===== src/rtl/sobel_pkg.sv =====
// Shared types for the Sobel window generator and the kernels that consume its window.
// Window slot indices follow the p1..p9 naming: top row first, left to right.
package sobel_pkg;

  localparam int DATA_W = 8;
  localparam int WIN_N  = 9;

  typedef logic [DATA_W-1:0] pix_t;
  typedef pix_t win_t [WIN_N];

  localparam int P1 = 0;
  localparam int P2 = 1;
  localparam int P3 = 2;
  localparam int P4 = 3;
  localparam int P5 = 4;
  localparam int P6 = 5;
  localparam int P7 = 6;
  localparam int P8 = 7;
  localparam int P9 = 8;

endpackage


===== src/rtl/sobel_line_buffer.sv =====
// One image line of storage: synchronous write, combinational read.
// A read and a write to the same address in one cycle returns the old contents.
module sobel_line_buffer #(
  parameter int DATA_W = 8,
  parameter int DEPTH  = 64,
  parameter int ADDR_W = $clog2(DEPTH)
) (
  input  logic              clk,
  input  logic              i_we,
  input  logic [ADDR_W-1:0] i_addr,
  input  logic [DATA_W-1:0] i_wdata,
  output logic [DATA_W-1:0] o_rdata
);

  logic [DATA_W-1:0] r_mem [DEPTH];

  // Contents are never reset; the window generator gates output until valid lines exist.
  always_ff @(posedge clk) begin
    if (i_we) begin
      r_mem[i_addr] <= i_wdata;
    end
  end

  assign o_rdata = r_mem[i_addr];

endmodule


===== src/rtl/sobel_window_gen.sv =====
// Streaming 3x3 window generator feeding the Sobel kernels.
// Two line buffers supply the upper rows; only fully populated windows are flagged valid.
module sobel_window_gen
  import sobel_pkg::*;
#(
  parameter int DATA_W = sobel_pkg::DATA_W,
  parameter int IMG_W  = 64,
  parameter int IMG_H  = 64
) (
  input  logic              clk,
  input  logic              rst_n,
  input  logic              in_valid,
  input  logic              in_sof,
  input  logic [DATA_W-1:0] in_pix,
  output logic              out_valid,
  output logic              out_last,
  output logic [DATA_W-1:0] p1,
  output logic [DATA_W-1:0] p2,
  output logic [DATA_W-1:0] p3,
  output logic [DATA_W-1:0] p4,
  output logic [DATA_W-1:0] p5,
  output logic [DATA_W-1:0] p6,
  output logic [DATA_W-1:0] p7,
  output logic [DATA_W-1:0] p8,
  output logic [DATA_W-1:0] p9
);

  localparam int COL_W = $clog2(IMG_W);
  localparam int ROW_W = $clog2(IMG_H);

  localparam logic [COL_W-1:0] COL_LAST = COL_W'(IMG_W - 1);
  localparam logic [ROW_W-1:0] ROW_LAST = ROW_W'(IMG_H - 1);
  localparam logic [COL_W-1:0] COL_TWO  = COL_W'(2);
  localparam logic [ROW_W-1:0] ROW_TWO  = ROW_W'(2);

  logic [COL_W-1:0]  r_col;
  logic [ROW_W-1:0]  r_row;
  logic [COL_W-1:0]  w_col;
  logic [ROW_W-1:0]  w_row;
  logic [COL_W-1:0]  w_col_nxt;
  logic [ROW_W-1:0]  w_row_nxt;
  logic              w_win_full;
  logic              w_frame_end;
  logic [DATA_W-1:0] w_lb0_rd;
  logic [DATA_W-1:0] w_lb1_rd;
  logic [DATA_W-1:0] r_win [WIN_N];
  logic              r_valid;
  logic              r_last;

  // A start-of-frame pixel is treated as (0,0) regardless of where the counters were.
  always_comb begin
    w_col       = in_sof ? '0 : r_col;
    w_row       = in_sof ? '0 : r_row;
    w_win_full  = (w_row >= ROW_TWO) && (w_col >= COL_TWO);
    w_frame_end = (w_row == ROW_LAST) && (w_col == COL_LAST) && (w_row >= ROW_TWO);
    w_col_nxt   = w_col + 1'b1;
    w_row_nxt   = w_row;
    if (w_col == COL_LAST) begin
      w_col_nxt = '0;
      w_row_nxt = (w_row == ROW_LAST) ? '0 : w_row + 1'b1;
    end
  end

  always_ff @(posedge clk or negedge rst_n) begin
    if (!rst_n) begin
      r_col <= '0;
      r_row <= '0;
    end else if (in_valid) begin
      r_col <= w_col_nxt;
      r_row <= w_row_nxt;
    end
  end

  always_ff @(posedge clk or negedge rst_n) begin
    if (!rst_n) begin
      r_valid <= 1'b0;
      r_last  <= 1'b0;
    end else begin
      r_valid <= in_valid && w_win_full;
      r_last  <= in_valid && w_frame_end;
    end
  end

  // Each accepted pixel shifts the window left and brings in the column {line r-2, line r-1, new}.
  always_ff @(posedge clk or negedge rst_n) begin
    if (!rst_n) begin
      for (int i = 0; i < WIN_N; i++) begin
        r_win[i] <= '0;
      end
    end else if (in_valid) begin
      r_win[P1] <= r_win[P2];
      r_win[P2] <= r_win[P3];
      r_win[P3] <= w_lb1_rd;
      r_win[P4] <= r_win[P5];
      r_win[P5] <= r_win[P6];
      r_win[P6] <= w_lb0_rd;
      r_win[P7] <= r_win[P8];
      r_win[P8] <= r_win[P9];
      r_win[P9] <= in_pix;
    end
  end

  sobel_line_buffer #(
    .DATA_W (DATA_W),
    .DEPTH  (IMG_W),
    .ADDR_W (COL_W)
  ) u_lb0 (
    .clk     (clk),
    .i_we    (in_valid),
    .i_addr  (w_col),
    .i_wdata (in_pix),
    .o_rdata (w_lb0_rd)
  );

  sobel_line_buffer #(
    .DATA_W (DATA_W),
    .DEPTH  (IMG_W),
    .ADDR_W (COL_W)
  ) u_lb1 (
    .clk     (clk),
    .i_we    (in_valid),
    .i_addr  (w_col),
    .i_wdata (w_lb0_rd),
    .o_rdata (w_lb1_rd)
  );

  assign out_valid = r_valid;
  assign out_last  = r_last;
  assign p1 = r_win[P1];
  assign p2 = r_win[P2];
  assign p3 = r_win[P3];
  assign p4 = r_win[P4];
  assign p5 = r_win[P5];
  assign p6 = r_win[P6];
  assign p7 = r_win[P7];
  assign p8 = r_win[P8];
  assign p9 = r_win[P9];

endmodule


===== config.mk =====
export PLATFORM = sky130hd
export DESIGN_NAME = sobel_window_gen
export DESIGN_NICKNAME = d
export VERILOG_FILES = /design/src/rtl/sobel_pkg.sv /design/src/rtl/sobel_line_buffer.sv /design/src/rtl/sobel_window_gen.sv
export SDC_FILE = /design/constraint.sdc
export NUM_CORES = 1
export LEC_CHECK = 0
export CAP_MARGIN = 25
export CORE_AREA = 2 2 420 422
export DETAILED_ROUTE_END_ITERATION = 6
export DIE_AREA = 0 0 422 424
export PLACE_DENSITY = 0.47
export RECOVER_POWER = 100
export SLEW_MARGIN = 20
export SYNTH_ARGS = -nofsm -noshare
export SYNTH_HDL_FRONTEND = slang
export SYNTH_SLANG_ARGS = --single-unit

===== constraint.sdc =====
create_clock -name clk -period 8.6 [get_ports clk]
set_input_delay 1.72 -clock clk [delete_from_list [all_inputs] [get_ports clk]]
set_output_delay 1.72 -clock clk [all_outputs]
set_load 0.01 [all_outputs]

==> out/metrics.yaml, run 1 <==
status:
  status: "complete, but fails checks"
  violations: "max-capacitance violations, max-slew violations"
drt:
  drtIter0Drc: 2731
  post_drt_wl_per_cell_um: 26.6
  ant_nets: 0
  routed_via_density: 4.76
  drc: 0
  first_pass_iters: 7
  finalWirelength_mm: 137
  dr_total_vias: 24500
setup_path:
  slowest_delay_ns: 2.04
  crit_chain: "buf_4, buf_4, inv_1, o21ai_4, clkbuf_2, a2111oi_0, o22ai_1, or4_1"
  cp_slowest_cell: "or4_1"
  cpMostUsedCell: "buf_4"
  setup.worst_path.class: "in2reg"
  cp_data_required_time_ns: 8.72
  path_max_fanout: 65
  start_kind: "input pin"
  arrival_ns: 6.94
  endpoint_kind: "flop"
clock_tree:
  root_buffer: "clkbuf_16"
  clockBufferDepth: 3
  htreeDepth: 3
  path_clk_slew_ns: 0.06
  numCtsBuffers: 118
  postCtsHoldBufs: 0
  post_cts_buffers: 0
  post_cts_resize_count: 0
  cts_tree: "yes"
  clock_latency_ns: 0.73
  cts_sinks: 1110
die:
  rows: 154
  initial_utilization_pct: 24.8
  pin_count: 86
  die_x_um: 422
  die_area_um2: 179000
  die-height_um: 424
  coreArea_um2: 175000
sta:
  finalSetupViolCount: 0
  final-hold-violation-count: 0
  slew_viol_final: 1356
  slew_headroom_pct: -161
  rsz0062_at_grt: "no"
  worst_slew_pin_slew_ns: 3.91
  fin_setup_tns_ns: 0
  finalCritPeriodShare_pct: 79.3
  clock.fmax_mhz: 147
  skew_ns: 0.0307
  fin_crit_ns: 6.82
power:
  power.leakage_nw: 16.8
  clkPwrFrac_pct: 38.0
  combPwrFrac_pct: 14.2
  sequentialPowerShare_pct: 47.8
  netSwitchingFraction_pct: 26.2
  total_power_w: 0.0133
  p_sw_w: 0.00349
  p_per_area_nw_per_um2: 262
  peakVddDrop_mv: 0.162
  p_int_w: 0.00982
min_path:
  hold_class: "reg2reg"
synth:
  ys_ff_latch: 1110
  yosysUniqueCellTypes: 76
  syn_nets: 2529
  synth_top_flop_cell: "edfxtp_1"
  synth_async_sr_flop_share_pct: 7.75
  synth_area_leaders: "edfxtp_1 (71%), mux2i_1 (5.8%), dfrtp_1 (5.0%)"
  synth_top_area_share_pct: 71.0
  yosysWarnings: 0
  syn_inst: 2515
  syn_area_um2: 43300
  postSynthAreaPerCell_um2: 17.2
  synth_edf_count: 1024
  seq_area_frac_synth_pct: 76.0
  yosys.area.top_type: "edfxtp_1"
final_layout:
  reg_top3: "u_lb0.r_mem (512), u_lb1.r_mem (512)"
  drive_gt1_share_pct: 13.3
  syn_to_final_growth_pct: 17.4
  nets: 2715
global_routing:
  grt_antenna_before_repair: 8
  grt_pass1_vias: 23900
  overflow: 0
  track_usage_pct: 14.9
  grt_max_degree: 92
  grt_pass1_wl_mm: 191
placed_design:
  portBuffers: 85
  place_hpwl_mm: 82.4
  gp_congestion: 0.841
job:
  cap_violations: 36
## cells by family (layout without fill, tap and decap cells)
| logic type | after synthesis | in the layout | share of synthesized area (%) |
|---|---|---|---|
| flip-flops | 1110 | 1110 | 76.0 |
| AND/OR/NAND/NOR | 393 | 393 | 4.46 |
| buffers and inverters | 162 | 446 | 1.95 |
| other | 0 | 1 | 0 |
| multiplexers | 371 | 371 | 9.65 |
| AO/OA/AOI/OAI | 477 | 477 | 7.89 |
| adder cells (fa/ha/maj) | 2 | 2 | 0.0578 |
## cells in the final DEF, fill, tap and decap left out, drive strengths merged, types with 9 or more instances in the layout
cell type	instances
a21oi	76
nor2b	27
dfrtp	86
a2111oi	48
o211ai	14
nand2	65
nor2	166
o22ai	92
edfxtp	1024
a31oi	13
nor3	12
and2	50
a221oi	36
a222oi	10
a22oi	23
a22o	9
mux2i	253
o221ai	20
clkinv	26
a211oi	17
dlygate4sd3	74
nand3	27
o2bb2ai	20
o21ai	45
mux4	27
clkbuf	271
mux2	91
a31o	10
buf	59
## worst paths after layout
kind | from | endpoint | slack [ns] | cells past startpoint
hold / removal | p7[3] | p7[3] | 0.50 | 1
setup / recovery | in_sof | u_lb1.r_mem[10][1] | 1.78 | 8
hold reg to reg | p7[3] | p7[3] | 0.50 | 1
max in group asynchronous | rst_n | r_col[0] | 2.64 | 2
min in group asynchronous | rst_n | p1[3] | 1.66 | 1
setup reg to reg | r_col[0] | u_lb1.r_mem[35][7] | 1.95 | 8
## metal layers
metal / global-route usage [%] / part of all wire (%) / vias up
met2: 24.1 / 47 / 922
met4: 3.76 / 2.4 / 6
met3: 2.55 / 6.5 / 197
met5: 0 / 0.031 / -
li1: - / - / 10500
met1: 20.7 / 44 / 12900
## cell usage after synthesis (17+ instances only)
cell type / n
nor2_1: 166
o22ai_1: 92
o221ai_1: 20
a221oi_1: 36
o21ai_0: 44
clkbuf_1: 63
mux4_2: 27
edfxtp_1: 1024
and2_1: 48
dfrtp_1: 86
a211oi_1: 17
o2bb2ai_1: 20
mux2i_1: 253
buf_2: 55
a2111oi_0: 47
a22oi_1: 23
nand3_1: 27
a21oi_1: 76
nor2b_1: 27
nand2_1: 65
buf_4: 21
mux2_2: 87
## through the flow
| step | cells | utilization [%] | hold WS (ns) | setup WS (ns) | area, µm² |
|---|---|---|---|---|---|
| 2_1_floorplan | 2515 | - | 0.476 | 4.43 | 43300 |
| 3_3_place_gp | 4918 | 27.1 | 0.490 | 2.66 | 47400 |
| 3_5_place_dp | 4920 | 27.1 | 0.495 | 2.59 | 47400 |
| 4_1_cts | 5138 | 29.3 | 0.508 | 3.37 | 51200 |
| 5_1_grt | 5139 | 29.1 | 0.513 | 1.55 | 50900 |
| 6_report | 5140 | 29.1 | 0.497 | 1.78 | 50900 |
## critical path: cells and delay by family
kind / cells / cell delay (ns)
AO/OA/AOI/OAI: 3 / 0.95
AND/OR/NAND/NOR: 1 / 2.04
buffers and inverters: 4 / 1.99
## power by group through the flow
stage          combinational, W  sequential, W  clock [W]
4_1_cts                 0.00196        0.00634    0.00516
3_3_place_gp            0.00195        0.00645          0
2_1_floorplan          0.000974        0.00645          0
6_report                0.00189        0.00636    0.00505
3_5_place_dp            0.00196        0.00645          0
5_1_grt                 0.00199        0.00638    0.00538
## final cells by class
| class | count | area (µm²) |
|---|---|---|
| diodes | 1 | 2.50 |
| clock buffers | 184 | 3520 |
| clock inverters | 34 | 329 |
| fillers | 17500 | 124000 |
| inverters | 7 | 26.3 |
| multi-input cells | 1243 | 9600 |
| flip-flops and latches | 1110 | 32900 |
| well taps | 2340 | 2930 |
| repair buffers | 221 | 1540 |
(Power assumes the default switching activity.)
==> run 2: changes to the inputs <==
--- a/config.mk
+++ b/config.mk
@@ -9,7 +9,7 @@
 export CORE_AREA = 2 2 420 422
 export DETAILED_ROUTE_END_ITERATION = 6
 export DIE_AREA = 0 0 422 424
-export PLACE_DENSITY = 0.47
+export PLACE_DENSITY = 0.48
 export RECOVER_POWER = 100
 export SLEW_MARGIN = 20
 export SYNTH_ARGS = -nofsm -noshare
==> constraint.sdc (replaced) <==
create_clock -name clk -period 5.7 [get_ports clk]
set_input_delay 1.14 -clock clk [delete_from_list [all_inputs] [get_ports clk]]
set_output_delay 1.14 -clock clk [all_outputs]
set_load 0.01 [all_outputs]
==> out/metrics.yaml, run 2 (synthesis gave the netlist of run 1 again) <==
status:
  status: "complete, but fails checks"
  violations: "max-capacitance violations, max-slew violations"
power:
  peakVddDrop_mv: 0.224  # +38%
  total_power_w: 0.0200  # +50%
  p_per_area_nw_per_um2: 392  # +50%
  power.leakage_nw: 16.9  # +0.89%
clock_tree:
  cts_tree: "yes"
  clock_latency_ns: 0.71  # -0.02 ns
  numCtsBuffers: 116  # -1.7%
  cts_sinks: 1110  # unchanged
  path_clk_slew_ns: 0.05  # about the same
  post_cts_resize_count: 0  # unchanged
  htreeDepth: 3  # unchanged
  clockBufferDepth: 3  # unchanged
  root_buffer: "clkbuf_16"
  post_cts_buffers: 0  # unchanged
  postCtsHoldBufs: 0  # unchanged
drt:
  ant_nets: 0  # unchanged
  drtIter0Drc: 2719  # -0.44%
  finalWirelength_mm: 136  # -0.88%
  first_pass_iters: 6  # -1
  post_drt_wl_per_cell_um: 26.2  # -1.8%
  routed_via_density: 4.79  # +0.53%
  drc: 0  # unchanged
  dr_total_vias: 24800  # +1.4%
die:
  pin_count: 86  # unchanged
  die_area_um2: 179000  # unchanged
  coreArea_um2: 175000  # unchanged
  die-height_um: 424  # unchanged
  initial_utilization_pct: 24.8  # unchanged
  die_x_um: 422  # unchanged
  rows: 154  # unchanged
placed_design:
  portBuffers: 85  # unchanged
  placement.cell_area_um2: 47900  # +1.1%
  gp_congestion: 0.855  # +1.7%
  place_hpwl_mm: 84.7  # +2.9%
sta:
  slew_headroom_pct: -166  # -5.7 points
  fin_setup_tns_ns: 0  # unchanged
  slew_viol_final: 796  # -41%
  finalSetupViolCount: 0  # unchanged
  worst_slew_pin_slew_ns: 3.99  # +0.0859 ns
  skew_ns: 0.0246  # -0.00609 ns
  fin_crit_ns: 5.10
  rsz0062_at_grt: "no"
  clock.fmax_mhz: 196
  finalCritPeriodShare_pct: 89.5
  final-hold-violation-count: 0  # unchanged
final_layout:
  final_common_cell: "edfxtp_1"
  drive_gt1_share_pct: 14.5  # +1.2 points
  nets: 2766  # +1.9%
  syn_to_final_growth_pct: 18.1
  fin_util_pct: 29.2  # +0.16 points
  layout_common_cells: "edfxtp_1 (1024), mux2i_1 (253), nor2_1 (162), clkbuf_1 (137), clkbuf_16 (119)"
  stdcell_area_um2: 51100  # +0.55%
  reg_top3: "u_lb0.r_mem (512), u_lb1.r_mem (512)"
  fill_cells: 17500  # +0.068%
setup_path:
  endpoint_kind: "flop"
  path_max_fanout: 44  # -32%
  reg2reg_slack_ns: 0.60  # -1.35 ns
  cp_data_required_time_ns: 6.00  # -2.72 ns
  setup.worst_path.class: "reg2reg"
  reg2regPathDepth: 9  # +1
  arrival_ns: 5.40  # -1.54 ns
  r2r-start: "r_col[0]"
  reg2reg_to: "u_lb0.r_mem[39][3]"
  start_kind: "flop"
  startpoint: "r_col[0]"
global_routing:
  grt_antenna_before_repair: 6  # -2
  grt_max_degree: 66  # -28%
  grt_pass1_vias: 24100  # +0.99%
  grt_pass1_wl_mm: 190  # -0.43%
  track_usage_pct: 14.7  # -0.16 points
  overflow: 0  # unchanged
min_path:
  whs_endpoint: "p4[3]"
  hold_class: "reg2reg"
  min_path_cells: 1  # unchanged
  worstHoldStart: "p4[3]"
job:
  cap_violations: 20  # -44%
[run 2: changes by cell type in the layout (fill, tap and decap cells not counted), sizes merged]
cell           before  now
clkinv             26   36
buf                59   88
bufinv              6    7
clkdlybuf4s15       1    0
clkinvlp            1    4
inv                 8    9
clkbuf            271  274
[run 2: how the worst max path moves through the flow]
stage,cells after the start,slack (ns),to
final,9,0.60,u_lb0.r_mem[39][3]
after floorplan,15,2.11,r_row[5]
after global routing,9,0.44,u_lb0.r_mem[39][3]
after global placement,10,0.24,p6[3]
after CTS,8,0.96,p6[4]
after detailed placement,10,0.65,p6[3]
[run 2: final cells by class]
type / count / area, µm² / area share (%)
flip-flops and latches: 1110 / 32900 / 64.4
clock buffers: 162 / 3290 / 6.43
clock inverters: 49 / 458 / 0.895
repair buffers: 274 / 1920 / 3.75
well taps: 2340 / 2930 / 5.73
inverters: 7 / 26.3 / 0.0514
diodes: 1 / 2.50 / 0.00489
multi-input cells: 1243 / 9610 / 18.8
[run 2: power breakdown]
part           switching [W]  internal, W  leakage [nW]
Clock                0.00315      0.00432          1.84
Sequential          0.000212      0.00943          10.3
Combinational        0.00196     0.000955          4.82
Total                0.00532       0.0147          16.9
[run 2: routing by layer]
layer / vias up / GRT usage (%) / wire length [µm]
li1: 10600 / - / -
met1: 13000 / 20.6 / 60000
met2: 980 / 23.3 / 62400
met3: 223 / 2.40 / 8930
met4: 4 / 4.77 / 4310
met5: - / 0 / 14
[run 2: per-stage QoR]
step | instances | hold WS (ns) | setup WS, ns
global route | 5185 | 0.511 | 0.440
detailed placement | 4974 | 0.495 | 0.650
finish | 5186 | 0.496 | 0.596
CTS | 5185 | 0.395 | 0.964
global placement | 4974 | 0.489 | 0.237
floorplan | 2515 | 0.476 | 2.11
[run 2: critical path: stages (launching register included)]
cell,delay (ns)
dfrtp_4,1.07
buf_4,0.47
clkbuf_1,0.39
nand2b_1,0.14
clkbuf_1,0.44
nor2_1,0.32
nand2_1,0.10
clkbuf_1,0.45
nor2_1,0.19
clkbuf_1,1.04
==> variant, RTL diff (flow settings as in run 2) <==
The output `out_last` loses its register stage (`r_last` becomes a continuous assignment).
--- a/src/rtl/sobel_window_gen.sv
+++ b/src/rtl/sobel_window_gen.sv
@@ -74,12 +74,12 @@
   always_ff @(posedge clk or negedge rst_n) begin
     if (!rst_n) begin
       r_valid <= 1'b0;
-      r_last  <= 1'b0;
     end else begin
       r_valid <= in_valid && w_win_full;
-      r_last  <= in_valid && w_frame_end;
     end
   end
+
+  assign r_last = in_valid && w_frame_end;
 
   // Each accepted pixel shifts the window left and brings in the column {line r-2, line r-1, new}.
   always_ff @(posedge clk or negedge rst_n) begin
Check against the original RTL: same outputs for any inputs over 4 cycles, from zero or initial values and one cycle with rst_n low; that may be too few to reach the edited logic, so the function may still have changed.
==> variant against run 2 <==
The flow still finishes with violations (max-capacitance violations, max-slew violations); wire length increased by 3.8%; sequential cell count down 1; setup slack worse by 0.045 ns; utilization is 0.14 points higher; count of clock-buffer cells in the layout increased by 5; synthesized area is essentially flat; clock power shrank 1%; power up 0.14%; sequential power shrank 0.4%; fmax shrank 0.87%; cell area up 0.48%; die area stayed put; cell count is 0.71% higher; via count rose by 1.6%; largest power group unchanged.
==> variant: results (changes against run 2) <==
- Gp weighted congestion: 0.842 (-1.5%)
- Max-slew violation count: 720 (-9.5%)
- M1 GR Usage: 0.217 (+0.0105)
- Crit path max fanout: 34 (-23%)
- Cell family with the largest share of critical-path delay: simple AND/OR/NAND/NOR gates
- Worst-margin pin slew: 4.01 ns (+0.0176 ns)
- M1 WL: 63.1 mm (+5.1%)
- Vias in the first global route: 24,500 (+1.7%)
- First-pass GRT wire length: 196 mm (+2.9%)
- GRT met3 Usage: 0.0241 (+0.0000358)
- Switch Pwr: 5.38 mW (+1.1%)
- Drt pass-1 iters: 5 (-1)
- Later-pin clock latency in the skew report: 0.71 ns (about the same)
- Mux cell area share after synthesis: 0.0966 (about the same)
- Max-capacitance violation count: 21 (+5.0%)
- Iter 0 DRT Violations: 2,878 (+5.8%)
- WL met3: 9.38 mm (+5.1%)
- Status: finished, violations left
- Adder-Cell Fraction of Synth Area: 0.000578 (about the same)
- Max incr delay on CP: 1.22 ns (+0.15 ns)
- Largest regs: u_lb0.r_mem: 512 flops, u_lb1.r_mem: 512 flops
- Slowest cell on the critical path: or4_1
- Layout cell share with drive strength beyond 1: 0.156 (+0.0107)
- Leakage Power: 17.1 nW (+1.0%)
- Worst min-delay path class: flop to flop
- Commonest cells post-synth: edfxtp_1 (1,024), mux2i_1 (253), nor2_1 (166)
- WP data arrival: 5.51 ns (+0.11 ns)
- Clk slew on worst S/H paths: 0.06 ns
- DP Area: 0.0481 mm2 (+0.42%)
- CTS H-tree lvls: 3 (unchanged)
- Compound-Gate Fraction of Synth Area: 0.0790 (about the same)
- Total track usage: 0.153 (+0.00531)
- Synth Warn #: 0 (unchanged)
- Ranking of synthesized cells by area: edfxtp_1 (71%), mux2i_1 (5.9%), dfrtp_1 (4.9%), mux2_2 (2.3%), nor2_1 (1.4%)
- Power share of the combinational group: 0.153 (+0.007)
- R2R setup slack: 0.56 ns (-0.04 ns)
- Worst Skew: 0.0420 ns (+0.0174 ns)
- Post-synth top area share: 0.711 (about the same)
- Fillers: 17,600 (+0.32%)
- Initial antenna violation count: 5 (-1)
- Pin count of the biggest net entering global routing: 66 (unchanged)
- Num CTS Buffers: 119 (+2.6%)
- Total routed wirelength: 141 mm (+3.8%)
- Failing checks: max-capacitance violations, max-slew violations
- Async set-reset flop share out of synthesis: 0.0766 (-0.000832)
- Hpwl dp: 87.2 mm (+2.9%)
- Syn Nets: 2,528 (-0.040%)
- Clk buf depth: 3 (unchanged)
- Register share of total power: 0.479 (-0.002)
- Port bufs: 85 (unchanged)
- Worst vdd ir: 0.000265 V (+18%)
- DR vias/cell: 4.83 (+0.88%)
- Grt met2 use: 0.243 (+0.0105)
- Post-synth EDFFs: 1,024 (unchanged)
- Sequential-to-total area share from yosys stat: 0.760 (about the same)
- Met2 wire length: 65.1 mm (+4.3%)
- Net count, final: 2,794 (+1.0%)
==> variant: cell count changes after synthesis <==
cell     change
dfrtp_1      -1
==> variant: cell families (layout without fill, tap and decap cells) <==
| logic type | count (synthesis) | in the layout |
|---|---|---|
| flip-flops | 1109 | 1109 |
| AO/OA/AOI/OAI | 477 | 477 |
| AND/OR/NAND/NOR | 393 | 393 |
| multiplexers | 371 | 371 |
| buffers and inverters | 162 | 529 |
| adder cells (fa/ha/maj) | 2 | 2 |
| other | 0 | 2 |
==> variant: metrics by stage <==
| stage | std cells | utilization | hold slack [ns] | power, mW | worst slack, ns |
|---|---|---|---|---|---|
| 2_1_floorplan | 2514 | - | 0.476 | 11.2 | 1.32 |
| 5_1_grt | 5221 | 0.294 | 0.514 | 20.7 | 0.488 |
| 3_3_place_gp | 4997 | 0.275 | 0.489 | 12.9 | 0.234 |
| 3_5_place_dp | 4999 | 0.275 | 0.494 | 12.9 | 0.475 |
| 6_report | 5223 | 0.294 | 0.497 | 20.0 | 0.551 |
| 4_1_cts | 5221 | 0.296 | 0.427 | 20.3 | 1.05 |
==> variant: final cells by class <==
class	instances	area share
Clock buffer	167	0.0636
Clock inverter	55	0.00855
Sequential cell	1109	0.640
Inverter	7	0.000511
Timing Repair Buffer	300	0.0434
Multi-Input combinational cell	1243	0.187
Tap cell	2340	0.0570
Antenna cell	2	0.0000974
==> variant: path summary, 6_finish.rpt <==
check / startpoint / endpoint / cells after the start
setup / recovery: in_sof / u_lb1.r_mem[52][6] / 8
hold / removal: p1[0] / p1[0] / 1
setup reg to reg: r_col[1] / u_lb1.r_mem[52][6] / 7
hold reg to reg: p1[0] / p1[0] / 1
max in group asynchronous: rst_n / r_col[1] / 2
min in group asynchronous: rst_n / p4[7] / 1
